### src/rtl/fifo_stream_pkg.sv
`default_nettype none
// ------------------------------------------------------------------
// fifo_stream_pkg : shared types and constants for the FIFO read streamer
// Rev 1.0
// ------------------------------------------------------------------
package fifo_stream_pkg;

  typedef enum logic [1:0] {
    OCC0 = 2'd0,
    OCC1 = 2'd1,
    OCC2 = 2'd2
  } occ_t;

  localparam int STAT_CNT_W = 32;
  localparam int SKID_DEPTH = 2;

  function automatic logic [STAT_CNT_W-1:0] sat_inc(input logic [STAT_CNT_W-1:0] v);
    return (&v) ? v : v + 1'b1;
  endfunction

endpackage
`default_nettype wire

### src/rtl/stream_skid_buf.sv
`default_nettype none
// ------------------------------------------------------------------
// stream_skid_buf : 2-entry in-order buffer, head always in entry 0
// Rev 1.0
// ------------------------------------------------------------------
module stream_skid_buf
  import fifo_stream_pkg::*;
#(
  parameter int FIFO_WIDTH = 16
) (
  input  logic                  clk,
  input  logic                  rst_n,
  input  logic                  i_push,
  input  logic [FIFO_WIDTH-1:0] i_push_data,
  input  logic                  i_pop,
  output occ_t                  o_occ,
  output logic [FIFO_WIDTH-1:0] o_head
);

  occ_t                  r_occ;
  occ_t                  w_occ_nxt;
  logic [FIFO_WIDTH-1:0] r_ent [SKID_DEPTH];
  logic [FIFO_WIDTH-1:0] w_ent [SKID_DEPTH];

  always_comb begin
    w_occ_nxt = r_occ;
    w_ent     = r_ent;
    case (r_occ)
      OCC0: begin
        if (i_push) begin
          w_ent[0]  = i_push_data;
          w_occ_nxt = OCC1;
        end
      end
      OCC1: begin
        case ({i_push, i_pop})
          2'b10: begin
            w_ent[1]  = i_push_data;
            w_occ_nxt = OCC2;
          end
          2'b01:   w_occ_nxt = OCC0;
          2'b11:   w_ent[0]  = i_push_data;
          default: w_occ_nxt = OCC1;
        endcase
      end
      OCC2: begin
        // The second entry moves up to become the new head on every pop.
        if (i_pop) begin
          w_ent[0] = r_ent[1];
          if (i_push) w_ent[1] = i_push_data;
          else        w_occ_nxt = OCC1;
        end
      end
      default: w_occ_nxt = OCC0;
    endcase
  end

  always_ff @(posedge clk or negedge rst_n) begin
    if (!rst_n) begin
      r_occ <= OCC0;
      r_ent <= '{default: '0};
    end else begin
      r_occ <= w_occ_nxt;
      r_ent <= w_ent;
    end
  end

  always @(posedge clk) begin
    if (rst_n) assert (!(i_push && !i_pop && (r_occ == OCC2)));
  end

  assign o_occ  = r_occ;
  assign o_head = r_ent[0];

endmodule
`default_nettype wire

### src/rtl/fifo_rd_streamer.sv
`default_nettype none
// ------------------------------------------------------------------
// fifo_rd_streamer : drains a synchronous FIFO into a valid/ready stream
// Optional counters: define FIFO_RD_STREAMER_STATS_EN. Rev 1.0
// ------------------------------------------------------------------
module fifo_rd_streamer
  import fifo_stream_pkg::*;
#(
  parameter int FIFO_WIDTH = 16
) (
  input  logic                  clk,
  input  logic                  rst_n,
  input  logic                  en,
  input  logic                  fifo_empty,
  input  logic                  fifo_underflow,
  input  logic [FIFO_WIDTH-1:0] fifo_data_out,
  output logic                  fifo_rd_en,
  output logic                  m_valid,
  input  logic                  m_ready,
  output logic [FIFO_WIDTH-1:0] m_data,
  output logic                  err_underflow
`ifdef FIFO_RD_STREAMER_STATS_EN
  ,
  output logic [STAT_CNT_W-1:0] word_cnt,
  output logic [STAT_CNT_W-1:0] stall_cnt
`endif
);

  occ_t       w_occ;
  logic       w_pop;
  logic [2:0] w_level;
  logic       r_inflight;
  logic       r_err;

  assign w_pop   = m_valid & m_ready;
  // Words buffered or in flight after this edge; a new read needs a free slot.
  assign w_level = {1'b0, w_occ} + {2'b00, r_inflight} - {2'b00, w_pop};
  assign fifo_rd_en = rst_n & en & ~fifo_empty & (w_level < 3'd2);

  always_ff @(posedge clk or negedge rst_n) begin
    if (!rst_n) begin
      r_inflight <= 1'b0;
      r_err      <= 1'b0;
    end else begin
      r_inflight <= fifo_rd_en;
      r_err      <= r_err | fifo_underflow;
    end
  end

  stream_skid_buf #(
    .FIFO_WIDTH (FIFO_WIDTH)
  ) u_skid (
    .clk         (clk),
    .rst_n       (rst_n),
    .i_push      (r_inflight),
    .i_push_data (fifo_data_out),
    .i_pop       (w_pop),
    .o_occ       (w_occ),
    .o_head      (m_data)
  );

  assign m_valid       = (w_occ != OCC0);
  assign err_underflow = r_err;

`ifdef FIFO_RD_STREAMER_STATS_EN
  logic [STAT_CNT_W-1:0] r_word_cnt;
  logic [STAT_CNT_W-1:0] r_stall_cnt;

  always_ff @(posedge clk or negedge rst_n) begin
    if (!rst_n) begin
      r_word_cnt  <= '0;
      r_stall_cnt <= '0;
    end else begin
      if (w_pop)                r_word_cnt  <= sat_inc(r_word_cnt);
      if (m_valid && !m_ready)  r_stall_cnt <= sat_inc(r_stall_cnt);
    end
  end

  assign word_cnt  = r_word_cnt;
  assign stall_cnt = r_stall_cnt;
`endif

endmodule
`default_nettype wire

### config.mk
export PLATFORM = sky130hd
export DESIGN_NAME = fifo_rd_streamer
export DESIGN_NICKNAME = d
export VERILOG_FILES = /design/src/rtl/fifo_stream_pkg.sv /design/src/rtl/stream_skid_buf.sv /design/src/rtl/fifo_rd_streamer.sv
export SDC_FILE = /design/constraint.sdc
export NUM_CORES = 1
export LEC_CHECK = 0
export CORE_UTILIZATION = 25
export DETAILED_ROUTE_END_ITERATION = 6
export GPL_TIMING_DRIVEN = 0
export SYNTH_ARGS = -nofsm -noshare
export SYNTH_HDL_FRONTEND = slang
export SYNTH_SLANG_ARGS = --single-unit
### constraint.sdc
create_clock -name clk -period 2.46 [get_ports clk]
set_clock_uncertainty 0.2 [all_clocks]
set_input_delay 0.246 -clock clk [delete_from_list [all_inputs] [get_ports clk]]
set_output_delay 0.246 -clock clk [all_outputs]
set_load 0.05 [all_outputs]
==> results_dict.tcl <==
set metrics [dict create \
    drtAntennaViolNets 0 \
    start_util_pct 26.5 \
    syn_area_sq_um 1840 \
    grt_use_met2_pct 17.0 \
    fin_nets 217 \
    outcome "finished clean" \
    power.leakage_nw 1.11 \
    grt_busiest_layer "met2" \
    use_met1_pct 13.7 \
    ys_types 22 \
    critPathTopFamily "simple AND/OR/NAND/NOR gates" \
    ys_seq_area_share_pct 49.0 \
    io_buffers 40 \
    insertion_delay_ns 0.28 \
    fin_crit_sh_pct 98.7 \
    grt_util_all_layers_pct 10.6 \
    fin_util_pct 37.3 \
    crit_path_start_kind "flip-flop" \
    max_freq_mhz 412 \
    grt.overflow.total 0 \
    ctsLongestPathBuffers 2 \
    crit_chain "nor2b_4 -> and2_4 -> o21ai_2 -> fa_1 -> nand4b_1 -> nor2_4 -> buf_8" \
    grt_start_max_net_pins 37 \
    die_y_um 87.8 \
    min_period_ns 2.43 \
    ys_warn_count 0 \
    final_cell_mix "mux2_2 (38), clkdlybuf4s50_1 (37), dfrtp_1 (34), buf_4 (29), mux2_4 (10)" \
    grt_pass1_vias 1222 \
    antennaDiodeCount 0 \
    clkTransAtPathRegs_ns 0.07 \
    critical_path_class "flip-flop to output port" \
    drt-wirelength-per-cell_um 12.6 \
    dpl.hpwl_um 2350 \
    critical-path-max-stage-delay_ns 0.50 \
    end_kind "output port" \
    hold_violations 0 \
    grt_pass1_wl_um 6180 \
    syn-instance-count 132 \
    numCtsBuffers 5 \
    avgSynthCellArea_sq_um 13.9 \
    wl_um 3650 \
    worst_pin_slew_ns 0.496 \
    cpMaxStageDelayCell "fa_1" \
    final_cells 289 \
    worstPathRequired_ns 2.01 \
    syn_to_final_growth_pct 41.0 \
    die_x_um 87.8 \
    vdd_drop_max_mv 0.514 \
    drive_gt1_share_pct 51.3 \
    grt_setup_unrepaired "yes" \
    cts_htree_levels 2 \
    dp_cells 268 \
    io_pins 41 \
    core_region_area_sq_um 6940 \
    crit_arrival_ns 1.98 \
    hold_class "flip-flop to flip-flop" \
    first_pass_iters 2 \
    maxSlewViolCount 0 \
    worst-path-max-fanout 3 \
    cts_root_buf "clkbuf_8" \
    antenna_found_initial 0 \
    slew_headroom_pct 66.9 \
    via_count 1176 \
    use_met3_pct 3.11 \
    synth.ff_latch_count 36 \
    cts_sinks 36 \
    layout_commonest_cell "mux2_2" \
    maxCapViolations 0 \
    viasPerCell 4.07 \
    crit_buf_inv 1 \
    rows 30 \
    cts_tree "yes" \
    setup_viol 0 \
    drc 0 \
    num-fill-cells 691 \
    die_area_sq_um 7700 \
    powerDensity_nw_per_um2 1220 \
    drt_iter0_drc 24 \
    routabilityCongestion 0.697 \
    synth_nets 157 \
]
-- worst paths after layout --
kind	startpoint	endpoint	slack, ns	cells after the start
max reg2reg	u_skid.o_occ[1]$_DFFE_PN0P_	u_skid.o_head[4]$_DFFE_PN0P_	0.17	9
min	err_underflow$_DFF_PN0_	err_underflow$_DFF_PN0_	0.27	1
min reg2reg	err_underflow$_DFF_PN0_	err_underflow$_DFF_PN0_	0.27	1
max	u_skid.o_occ[0]$_DFFE_PN0P_	fifo_rd_en	0.03	7
min in group asynchronous	rst_n	err_underflow$_DFF_PN0_	0.28	3
max in group asynchronous	rst_n	u_skid.o_occ[0]$_DFFE_PN0P_	1.58	3
-- power by group --
part	total, W	internal (W)	switching (W)	leakage (nW)
clock network	0.000427	0.000228	0.000199	0.0455
logic	0.00171	0.000862	0.000851	0.634
registers	0.00101	0.000870	0.000140	0.433
total	0.00315	0.00196	0.00119	1.11
-- cells in the mapped netlist --
| cell type | number | area share [%] |
|---|---|---|
| nand2_1 | 3 | 0.61 |
| nand2b_1 | 1 | 0.34 |
| dfrtp_1 | 36 | 49 |
| buf_2 | 1 | 0.27 |
| nor2_1 | 1 | 0.20 |
| ha_1 | 2 | 1.4 |
| nand4b_1 | 1 | 0.48 |
| xor2_1 | 1 | 0.48 |
| o21ai_2 | 1 | 0.48 |
| buf_4 | 18 | 7.3 |
| mux2_2 | 38 | 23 |
| nor2b_1 | 5 | 1.7 |
| fa_1 | 1 | 1.1 |
| a21oi_1 | 1 | 0.27 |
| mux2_4 | 10 | 8.2 |
| and2_4 | 1 | 0.48 |
| o221ai_1 | 1 | 0.48 |
| buf_6 | 2 | 1.2 |
| a22o_1 | 1 | 0.48 |
| mux2i_1 | 1 | 0.54 |
| or2_2 | 2 | 0.68 |
| o21ai_0 | 4 | 1.1 |
-- final cells by class --
class                   instances  area, sq um  share of cell area, %
clock buffers                   8         90.1                   3.47
multi-input cells              75          802                   30.9
repair buffers                 54          519                   20.0
plain buffers                  20          158                   6.08
well taps                      96          120                   4.63
flip-flops and latches         36          903                   34.8
-- cell families (layout without fill, tap and decap cells) --
group | Yosys count | after routing | share of synthesized area [%]
AND/OR/NAND/NOR | 14 | 14 | 4.49
AO/OA/AOI/OAI | 8 | 8 | 2.79
flip-flops | 36 | 36 | 49.0
buffers and inverters | 21 | 82 | 8.84
XOR/XNOR | 1 | 1 | 0.476
multiplexers | 49 | 49 | 32.0
adder cells (fa/ha/maj) | 3 | 3 | 2.45
-- metal layers --
layer | vias to the layer above | wire, um
met5 | - | 0
met4 | 0 | 45
met3 | 6 | 152
met2 | 24 | 1690
met1 | 582 | 1760
li1 | 564 | -
-- flip-flops by register name, indices dropped and copies added (netlist names) --
| register | count |
|---|---|
| err_underflow | 1 |
| r_inflight | 1 |
| u_skid.o_head | 16 |
| u_skid.o_occ | 2 |
| u_skid.r_ent | 16 |
-- metrics by stage --
stage | hold slack [ns] | power (W) | worst slack, ns | instance area (sq um) | setup TNS (ns)
5_1_grt | 0.293 | 0.00334 | -0.0563 | 2590 | -0.0563
3_5_place_dp | 0.216 | 0.00267 | -0.834 | 2360 | -0.834
6_report | 0.266 | 0.00315 | 0.0325 | 2590 | 0
4_1_cts | 0.257 | 0.00318 | 0.00953 | 2570 | 0
2_1_floorplan | -0.250 | 0.00223 | 0.104 | 1850 | 0
3_3_place_gp | 0.251 | 0.00265 | -1.31 | 2370 | -2.55
-- repair_timing --
action	4_1_cts	5_1_grt
resized for setup	15	3
pin swaps	3	0
endpoints found under the hold margin	36	0
setup endpoints to repair	1	11
hold buffers	2	0
setup buffers	9	3
Power figures use the tool's default switching activity.
